## src/rtl/down_timer.sv

```systemverilog
// Loadable down-counter/timer with a one-cycle done pulse at zero and a sticky expired state.
// Optional build macro DOWN_TIMER_AUTO_RELOAD_EN turns the terminal tick into a periodic reload.
module down_timer #(
  parameter int WIDTH = 4
) (
  input  logic             clk,
  input  logic             reset,
  input  logic             load,
  input  logic [WIDTH-1:0] load_val,
  input  logic             start,
  input  logic             stop,
  input  logic             tick_en,
  output logic [WIDTH-1:0] count,
  output logic             busy,
  output logic             expired,
  output logic             done
);

  typedef enum logic [1:0] {
    ST_IDLE    = 2'd0,
    ST_RUN     = 2'd1,
    ST_EXPIRED = 2'd2
  } state_t;

  localparam logic [WIDTH-1:0] CNT_ZERO = {WIDTH{1'b0}};
  localparam logic [WIDTH-1:0] CNT_ONE  = {{(WIDTH-1){1'b0}}, 1'b1};

  state_t           state_q, state_d;
  logic [WIDTH-1:0] count_q, count_d;
  logic [WIDTH-1:0] reload_q, reload_d;
  logic             busy_q, busy_d;
  logic             expired_q, expired_d;
  logic             done_q, done_d;

  // State and registered outputs; reset aborts any countdown without a done pulse.
  always_ff @(posedge clk or posedge reset) begin
    if (reset) begin
      state_q   <= ST_IDLE;
      count_q   <= CNT_ZERO;
      reload_q  <= CNT_ZERO;
      busy_q    <= 1'b0;
      expired_q <= 1'b0;
      done_q    <= 1'b0;
    end else begin
      state_q   <= state_d;
      count_q   <= count_d;
      reload_q  <= reload_d;
      busy_q    <= busy_d;
      expired_q <= expired_d;
      done_q    <= done_d;
    end
  end

  // Next-state logic, priority load > stop > start > tick_en.
  always_comb begin
    state_d  = state_q;
    count_d  = count_q;
    reload_d = reload_q;
    done_d   = 1'b0;

    if (load) begin
      count_d  = load_val;
      reload_d = load_val;
      state_d  = ST_IDLE;
    end else if (stop) begin
      if (state_q == ST_RUN) begin
        state_d = ST_IDLE;
      end else begin
        state_d = state_q;
      end
    end else if (start && (state_q != ST_RUN)) begin
      case (state_q)
        ST_IDLE: begin
          if (count_q != CNT_ZERO) begin
            state_d = ST_RUN;
          end else begin
            done_d = 1'b1;
          end
        end
        ST_EXPIRED: begin
          count_d = reload_q;
          if (reload_q != CNT_ZERO) begin
            state_d = ST_RUN;
          end else begin
            done_d  = 1'b1;
            state_d = ST_IDLE;
          end
        end
        default: begin
          state_d = ST_IDLE;
        end
      endcase
    end else if ((state_q == ST_RUN) && tick_en) begin
      if (count_q == CNT_ONE) begin
        done_d = 1'b1;
`ifdef DOWN_TIMER_AUTO_RELOAD_EN
        count_d = reload_q;
        state_d = ST_RUN;
`else
        count_d = CNT_ZERO;
        state_d = ST_EXPIRED;
`endif
      end else if (count_q != CNT_ZERO) begin
        count_d = count_q - CNT_ONE;
      end else begin
        // Unreachable in normal use; never wrap, fall back to IDLE.
        state_d = ST_IDLE;
      end
    end else if (state_q == ST_EXPIRED) begin
      count_d = CNT_ZERO;
    end else begin
      state_d = state_q;
    end

    busy_d    = (state_d == ST_RUN);
    expired_d = (state_d == ST_EXPIRED);
  end

  assign count   = count_q;
  assign busy    = busy_q;
  assign expired = expired_q;
  assign done    = done_q;

endmodule

```

## config.mk

```make
export PLATFORM = sky130hd
export DESIGN_NAME = down_timer
export DESIGN_NICKNAME = d
export VERILOG_FILES = /design/src/rtl/down_timer.sv
export SDC_FILE = /design/constraint.sdc
export NUM_CORES = 1
export LEC_CHECK = 0
export ABC_AREA = 1
export BUFFER_PORTS_ARGS = -buffer_cell sky130_fd_sc_hd__buf_2
export CORE_UTILIZATION = 40
export CTS_CLUSTER_DIAMETER = 50
export DETAILED_ROUTE_END_ITERATION = 8
export PLACE_DENSITY = 0.62
export SYNTH_ARGS = -nofsm -noshare
export SYNTH_HDL_FRONTEND = slang
export SYNTH_SLANG_ARGS = --single-unit
export TNS_END_PERCENT = 50
```

## constraint.sdc

```tcl
create_clock -name clk -period 1.36 [get_ports clk]
set_input_delay 0.272 -clock clk [delete_from_list [all_inputs] [get_ports clk]]
set_output_delay 0.272 -clock clk [all_outputs]
set_load 0.005 [all_outputs]
```

==> results.toml, run 1 <==
[floorplan]
initial_core_util_pct = 44.0
fp.coreArea_um2 = 1780
die_area_um2 = 2140
die_x_um = 46.3
die_y_um = 46.3
num_rows = 15
top_level_ports = 17

[setup_path]
worst-path-buf-inv = 3
timing.rr.start = "count[0]"
crit_cells = 3
required_ns = 1.09
crit_family = "flip-flops"
worst_path_largest_cell_delay_ns = 0.46
critPathArrivalTime_ns = 1.12
criticalPathCategory = "register to output port"
path_cells = "buf_4, buf_4, buf_2"
end_kind = "output port"
worst_path_max_delay_cell = "dfrtp_2"
reg2regPathDepth = 9
cp_common_cell = "buf_4"
path_max_fanout = 4
startpoint = "count[0]"
critPathLaunchType = "register"

[detailed_routing]
viasPerCell = 4.69
dr_total_vias = 723
ant_nets = 0
first_pass_iters = 4
totalWireLength_mm = 1.78
detail_route.wl_per_cell_um = 11.6
drcViolationCount = 0
drt_iter0_drc = 16

[run_status]
status = "complete, but fails checks"
violations = "setup timing"

[power]
intPower_uw = 663
p_switching_uw = 321
comb_power_share_pct = 30.0
ir_worst_vdd_mv = 0.532
switching_share_pct = 32.6
power_uw = 984
p_leak_uw = 0.000523
p_per_area_nw_per_um2 = 951
seqPwrFrac_pct = 46.0
clkPwrFrac_pct = 24.0

[synth]
synthFlopType = "dfrtp_1"
yosysTopAreaCell = "dfrtp_1"
synth_commonest_cells = "29 x nand2_1, 13 x dfrtp_1, 9 x o21ai_0"
syn_area_um2 = 785
syn_avg_cell_area_um2 = 7.69
synth_seq_cells = 13
ys_seq_area_share_pct = 41.5
synth_edf_count = 0
synth.distinct_cells = 25
syn_inst = 102
synth_nets = 115
yosysTopAreaCellShare_pct = 41.5
yosysWarnings = 0
synth.area.top_cells = "dfrtp_1 41%, nand2_1 14%, o21ai_0 5.7%, ha_1 4.8%, nand3_1 4.5%"
async_reset_ff_share_pct = 100
synth.most_common_cell = "nand2_1"

[sta]
finalSetupViolCount = 1
max_slew_margin_pct = 66.2
period_share_pct = 102
fmax_mhz = 720
drv_slew = 0
worst_pin_slew_ns = 0.507
hold_violations = 0
rsz0062_at_grt = "true"
fin_crit_ns = 1.39
finClkSkew_ns = 0.00194
final.setup.worst_slack_ns = -0.0295

[global_routing]
antenna_found_initial = 0
grt_usage_pct = 19.2
gr-total-overflow = 0
grt_pass1_vias = 682
grt_max_degree = 14
grt_pass1_wl_mm = 2.88

[cts]
cts_tree = "done"
cts-hold-fix-buffers = 0
h-tree-depth = 1
clk_pin_slew_ns = 0.08
cts_made_buffers = 3
clock_latency_ns = 0.27
numClockSinks = 13
cts_max_path_buffers = 2
cts-root-buf = "clkbuf_4"

[run]
maxCapViolations = 0

[placed_design]
gp_routability_congestion = 0.810
dpl-instance-area_um2 = 915
io_buffers = 16
dp_hpwl_mm = 1.30

[layout]
n_antenna_cell = 0
nNetsFinal = 143
drive_gt1_share_pct = 43.4
area_delta_synth_final_pct = 31.9
finalInstanceArea_um2 = 1030

[min_path]
min_path_type = "input port to async pin"
## registers in the layout, indices dropped and copies added (netlist names)
register / flops
busy: 1
count: 4
done: 1
expired: 1
reload_q: 4
state_q: 2
## final timing paths
| path | slack [ns] | end |
|---|---|---|
| worst max-delay path | -0.03 | count[0] |
| worst min register to register | 0.51 | reload_q[1] |
| worst max register to register | 0.04 | count[3] |
| worst min-delay path | 0.01 | reload_q[3] |
| max in group asynchronous | 0.98 | count[0] |
| min in group clk | 0.22 | reload_q[1] |
## power by group through the flow
stage,sequential [µW],clock [µW],combinational [µW]
after floorplan,451,0,153
after global placement,449,0,242
after detailed placement,451,0,242
after CTS,444,249,243
after global routing,458,265,330
final,452,236,295
## timing repair
action | in CTS | in global routing
setup buffers | 0 | 4
gates resized for setup | 1 | 20
setup endpoints to repair | 1 | 8
pin swaps | 0 | 3
## cell usage in the layout, fill, tap and decap left out, types with 2 or more instances in the layout
master and instances:
clkbuf_4 3, dfrtp_2 3, nand4_1 3, nor2_1 6, o21ai_1 3, dfrtp_1 10, inv_2 9, nor3_2 3
nand2_1 24, ha_4 2, nand2_2 6, nand3_1 7, o21ai_0 7, buf_4 8, buf_2 16, inv_1 5
## per-layer routing
layer,vias to the layer above,global-route usage [%],share of wire (%)
li1,384,-,-
met1,320,27.3,48
met2,17,27.9,48
met3,2,3.53,3.1
met4,0,8.82,0.73
met5,-,0,0
## cell type report
type	instances	area, µm²
Timing Repair Buffer	24	140
Multi-Input combinational cell	73	452
Sequential cell	13	329
Tap cell	25	31.3
Inverter	15	56.3
Clock buffer	4	26.3
Fill cell	174	748
## cells by family (layout without fill, tap and decap cells)
group / Yosys count / in the layout / share of synthesized area (%)
DFF: 13 / 13 / 41.5
and+or+nand+nor: 52 / 52 / 29.8
buffers and inverters: 16 / 43 / 8.61
AOI/OAI and AO/OA: 16 / 16 / 13.1
xor gates and xnor gates: 2 / 2 / 2.23
adders and majority gates: 3 / 3 / 4.79
## through the flow
step           std cells  utilization (%)  setup WS [ns]  setup TNS [ns]  hold WS [ns]
2_1_floorplan        102                -         0.0922               0         0.149
3_3_place_gp         146             51.3         0.0262               0         0.326
3_5_place_dp         146             51.3        0.00369               0         0.330
4_1_cts              150             52.8        0.00491               0        0.0272
5_1_grt              154             58.0        -0.0780          -0.304        0.0516
6_report             154             58.0        -0.0295         -0.0295        0.0132
(Power assumes the default switching activity.)
==> run 2, diff against run 1 <==
- CELL_PAD_IN_SITES_DETAIL_PLACEMENT: not set -> 1
- CELL_PAD_IN_SITES_GLOBAL_PLACEMENT: not set -> 2
- CORE_ASPECT_RATIO: not set -> 1.5
- CORE_UTILIZATION: 40 -> 29
- PLACE_DENSITY: 0.62 -> not set
- PLACE_DENSITY_LB_ADDON: not set -> 0.1
==> run 2 against run 1 <==
The run still ends with setup timing left. Core utilization shrank 14 points. Non-clock buffer count rose by 4. Clock skew is 0.0070 ns higher. Fmax barely moved. Clock-buffer cell count did not move. Combinational power rose by 20%. Sequential share of layout area down 2.1 points. Worst setup slack improved by 0.00051 ns. Die area up 36%. Critical path type is now register to register. Highest routed layer unchanged.
==> results.toml, run 2 (same netlist as run 1, synthesis figures left out) <==
[power]
ir_worst_vdd_mv = 0.478
p_leak_uw = 0.000554
p_per_area_nw_per_um2 = 949

[run]
maxCapViolations = 0

[setup_path]
required_ns = 1.58
critPathLaunchType = "register"
path_max_fanout = 5
criticalPathCategory = "register to register"
cp_common_cell = "nand2_1"
critPathArrivalTime_ns = 1.61
worst_path_max_delay_cell = "dfrtp_2"
path_cells = "inv_4, ha_4, nand2_2, inv_2, nand4_1, nand2_4, buf_4, nand2_1, nand2_1"
end_kind = "register"
worst_path_largest_cell_delay_ns = 0.46

[sta]
hold_violations = 0
worst_pin_slew_ns = 0.532
period_share_pct = 102
fin_setup_tns_ns = -0.0417
final.setup.worst_slack_ns = -0.0290
finalSetupViolCount = 3
fmax_mhz = 720
max_slew_margin_pct = 64.5
drv_slew = 0
rsz0062_at_grt = "true"
finClkSkew_ns = 0.00897
fin_crit_ns = 1.39

[placed_design]
gp_routability_congestion = 0.795
dp_hpwl_mm = 1.71
io_buffers = 16

[cts]
numClockSinks = 13
cts_tree = "done"
clk_pin_slew_ns = 0.09
cts_made_buffers = 3
clock_latency_ns = 0.28
cts-root-buf = "clkbuf_4"
cts-hold-fix-buffers = 0
cts_max_path_buffers = 2
h-tree-depth = 1

[layout]
n_antenna_cell = 0
fin_util_pct = 44.3
final_common_cell = "nand2_1"
register_area_um2 = 329
multiInputGateArea_um2 = 472
final_cell_mix = "23 x nand2_1, 16 x buf_2, 12 x buf_4, 10 x dfrtp_1, 8 x o21ai_0"
area_delta_synth_final_pct = 41.3
nNetsFinal = 147
fillCellCount = 308
drive_gt1_share_pct = 48.1

[detailed_routing]
dr_total_vias = 763
viasPerCell = 4.51
drcViolationCount = 0
ant_nets = 0
drt_iter0_drc = 13
detail_route.wl_per_cell_um = 13.1
totalWireLength_mm = 2.21
first_pass_iters = 4

[floorplan]
initial_core_util_pct = 31.3
fp.coreArea_um2 = 2500
num_rows = 22
die_area_um2 = 2920
die_x_um = 44.5
top_level_ports = 17
die_y_um = 65.7

[global_routing]
grt_pass1_wl_mm = 3.66
grt_usage_pct = 17.1
grt_pass1_vias = 857
antenna_found_initial = 0
grt_max_degree = 14
gr-total-overflow = 0

[min_path]
min_path_type = "input port to async pin"

[run_status]
violations = "setup timing"
status = "complete, but fails checks"
-- run 2: cell types whose count changed in the layout (fill, tap and decap cells not counted), sizes merged --
cell  previous run  this run
buf             24        28
-- run 2: cell type report --
class / instances / share of cell area [%]
Timing Repair Buffer: 28 / 15.3
Clock buffer: 4 / 2.37
Tap cell: 36 / 4.06
Multi-Input combinational cell: 73 / 42.6
Sequential cell: 13 / 29.7
Inverter: 15 / 5.98
-- run 2: where the power goes --
part | total [µW] | internal [µW] | switching (µW)
Sequential | 445 | 418 | 26.4
Combinational | 353 | 160 | 194
Clock | 254 | 114 | 140
-- run 2: per-stage QoR --
| step | setup slack (ns) | power (µW) | hold WS [ns] | instance area, µm² | cells |
|---|---|---|---|---|---|
| after floorplan | 0.0922 | 604 | 0.149 | 785 | 102 |
| after global placement | -0.0625 | 717 | 0.345 | 943 | 159 |
| after detailed placement | -0.0680 | 723 | 0.344 | 943 | 159 |
| after CTS | -0.00440 | 1000 | 0.0342 | 1010 | 166 |
| after global routing | -0.102 | 1120 | 0.0676 | 1110 | 169 |
| final | -0.0290 | 1050 | 0.0115 | 1110 | 169 |
-- run 2: per-layer routing --
metal / global-route usage, % / part of all wire, %
met3: 1.92 / 2.3
met4: 8.71 / 1.9
met5: 0 / 0
met1: 19.9 / 40
met2: 29.6 / 55
-- run 2: worst paths after layout --
| path | from | end | slack, ns | cells past startpoint |
|---|---|---|---|---|
| setup / recovery | count[0] | count[2] | -0.03 | 9 |
| hold / removal | reset | reload_q[2] | 0.01 | 2 |
| setup reg to reg | count[0] | count[2] | -0.03 | 9 |
| hold reg to reg | reload_q[1] | reload_q[1] | 0.51 | 2 |
| max in group asynchronous | reset | state_q[1] | 0.96 | 2 |
| min in group clk | load_val[1] | reload_q[1] | 0.21 | 3 |
-- run 2: what timing repair did --
| item | 4_1_cts | 5_1_grt |
|---|---|---|
| endpoints found under the setup margin | 5 | 7 |
| pin swaps | 1 | 4 |
| setup buffers | 3 | 3 |
| cloned | 0 | 0 |
| gates resized for setup | 9 | 21 |
-- run 2: worst max-delay path: cells and delay by family, from the launching register on --
family | cells | cell delay (ns)
adder cells (fa/ha/maj) | 1 | 0.14
buffers and inverters | 3 | 0.27
flip-flops | 1 | 0.46
AND/OR/NAND/NOR | 5 | 0.44
==> run 3, diff against run 2 <==
- CELL_PAD_IN_SITES_DETAIL_PLACEMENT: 1 -> not set
- CELL_PAD_IN_SITES_GLOBAL_PLACEMENT: 2 -> not set
- CORE_UTILIZATION: 29 -> 32
- PLACE_DENSITY_LB_ADDON: 0.1 -> not set
==> run 3 against run 2 <==
Critical path type unchanged. Final cell count down 12%. First-iteration DRC count up 62%. Largest cell class unchanged. The run now ends clean. Clock-buffer cell count unchanged. Highest routed layer unchanged.
==> results.toml, run 3 (same netlist as run 1, synthesis figures left out) <==
[sta]
fin_setup_tns_ns = 0
max_slew_margin_pct = 66.2
rsz0062_at_grt = "true"
fmax_mhz = 744
hold_violations = 0
finClkSkew_ns = 0.00170
worst_pin_slew_ns = 0.506
drv_slew = 0
fin_crit_ns = 1.34
finalSetupViolCount = 0
period_share_pct = 98.9

[run_status]
status = "completed"

[setup_path]
worst-path-buf-inv = 2
worst_path_largest_cell_delay_ns = 0.39
timing.rr.start = "count[1]"
required_ns = 1.58
criticalPathCategory = "register to register"
r2r_setup_slack_ns = 0.02
end_kind = "register"
reg2regPathDepth = 8
r2r-end = "expired"
critPathArrivalTime_ns = 1.56
critPathLaunchType = "register"
crit_family = "simple AND/OR/NAND/NOR gates"
cp_common_cell = "inv_2"
path_cells = "inv_2, ha_4, nand2_4, nor3_4, nor2_1, nor2_2, inv_2, a21oi_2"
path_max_fanout = 4
worst_path_max_delay_cell = "dfrtp_1"

[power]
p_per_area_nw_per_um2 = 982
switching_share_pct = 33.2
seqPwrFrac_pct = 45.4
clkPwrFrac_pct = 25.0
p_switching_uw = 327
intPower_uw = 658
ir_worst_vdd_mv = 0.390
comb_power_share_pct = 29.6
p_leak_uw = 0.000520

[global_routing]
grt_usage_pct = 13.6
grt_pass1_vias = 678
gr-total-overflow = 0
grt_max_degree = 14
grt_pass1_wl_mm = 2.79
antenna_found_initial = 0

[cts]
h-tree-depth = 1
cts-root-buf = "clkbuf_4"
post_cts_buffers = 0
cts_made_buffers = 3
cts-hold-fix-buffers = 0
numClockSinks = 13
cts_tree = "done"
clk_pin_slew_ns = 0.08
cts_resized = 0
clock_latency_ns = 0.28
cts_max_path_buffers = 2

[layout]
n_antenna_cell = 0
final_common_cell = "nand2_1"
area_delta_synth_final_pct = 27.8
drive_gt1_share_pct = 38.9
fillCellCount = 234
fin_util_pct = 43.8
nNetsFinal = 140
final_cell_mix = "25 x nand2_1, 16 x buf_2, 12 x dfrtp_1, 9 x inv_2, 8 x o21ai_0"

[placed_design]
dp_hpwl_mm = 1.33
gp_routability_congestion = 0.812
io_buffers = 16

[floorplan]
initial_core_util_pct = 34.3
die_x_um = 42.4
top_level_ports = 17
fp.coreArea_um2 = 2290
die_y_um = 62.6
die_area_um2 = 2660
num_rows = 21

[detailed_routing]
viasPerCell = 5.03
totalWireLength_mm = 1.73
ant_nets = 0
first_pass_iters = 5
drcViolationCount = 0
dr_total_vias = 749
detail_route.wl_per_cell_um = 11.6
drt_iter0_drc = 21

[run]
maxCapViolations = 0

[min_path]
min_path_type = "input port to async pin"
## run 3: changes by cell type in the layout (fill, tap and decap cells not counted), moves of 2 or more
cell / change
inv_2: +3
dfrtp_2: -2
nor2_2: -2
nand2_1: +2
buf_4: -7
dfrtp_1: +2
inv_4: -4
## run 3: worst max path at each step
stage	startpoint	end	slack (ns)	depth (start not counted)
final	count[1]	expired	0.02	8
after global routing	count[0]	busy	-0.08	9
after CTS	count[0]	busy	0.003	9
after detailed placement	count[0]	busy	0.03	9
after global placement	count[1]	expired	0.04	8
after floorplan	count[0]	count[0]	0.09	9
## run 3: cell type report
type / count / area, µm² / share of cell area [%]
inverters: 15 / 56.3 / 5.62
clock buffers: 4 / 26.3 / 2.62
flip-flops and latches: 13 / 327 / 32.6
multi-input cells: 73 / 447 / 44.6
well taps: 23 / 28.8 / 2.87
repair buffers: 21 / 118 / 11.7
## run 3: metrics by stage
| stage | power (µW) | hold slack (ns) | instance area (µm²) | setup WS (ns) | std cells |
|---|---|---|---|---|---|
| after floorplan | 604 | 0.149 | 785 | 0.0922 | 102 |
| after global placement | 696 | 0.317 | 920 | 0.0381 | 145 |
| after detailed placement | 699 | 0.326 | 920 | 0.0284 | 145 |
| after CTS | 945 | 0.0227 | 946 | 0.00315 | 149 |
| after global routing | 1050 | 0.0629 | 1000 | -0.0794 | 149 |
| final | 984 | 0.00220 | 1000 | 0.0154 | 149 |
## run 3: power groups by stage
stage | Combinational, µW | Sequential, µW | Clock (µW)
global route | 330 | 452 | 267
CTS | 252 | 441 | 252
floorplan | 153 | 451 | 0
global placement | 250 | 447 | 0
finish | 292 | 447 | 246
detailed placement | 251 | 449 | 0
## run 3: per-layer routing
metal	vias to the layer above	share of wire [%]	GRT usage (%)
met5	-	0	0
met4	0	2.2	7.03
met3	5	4.2	2.60
met2	20	51	22.7
met1	344	43	16.2
li1	380	-	-
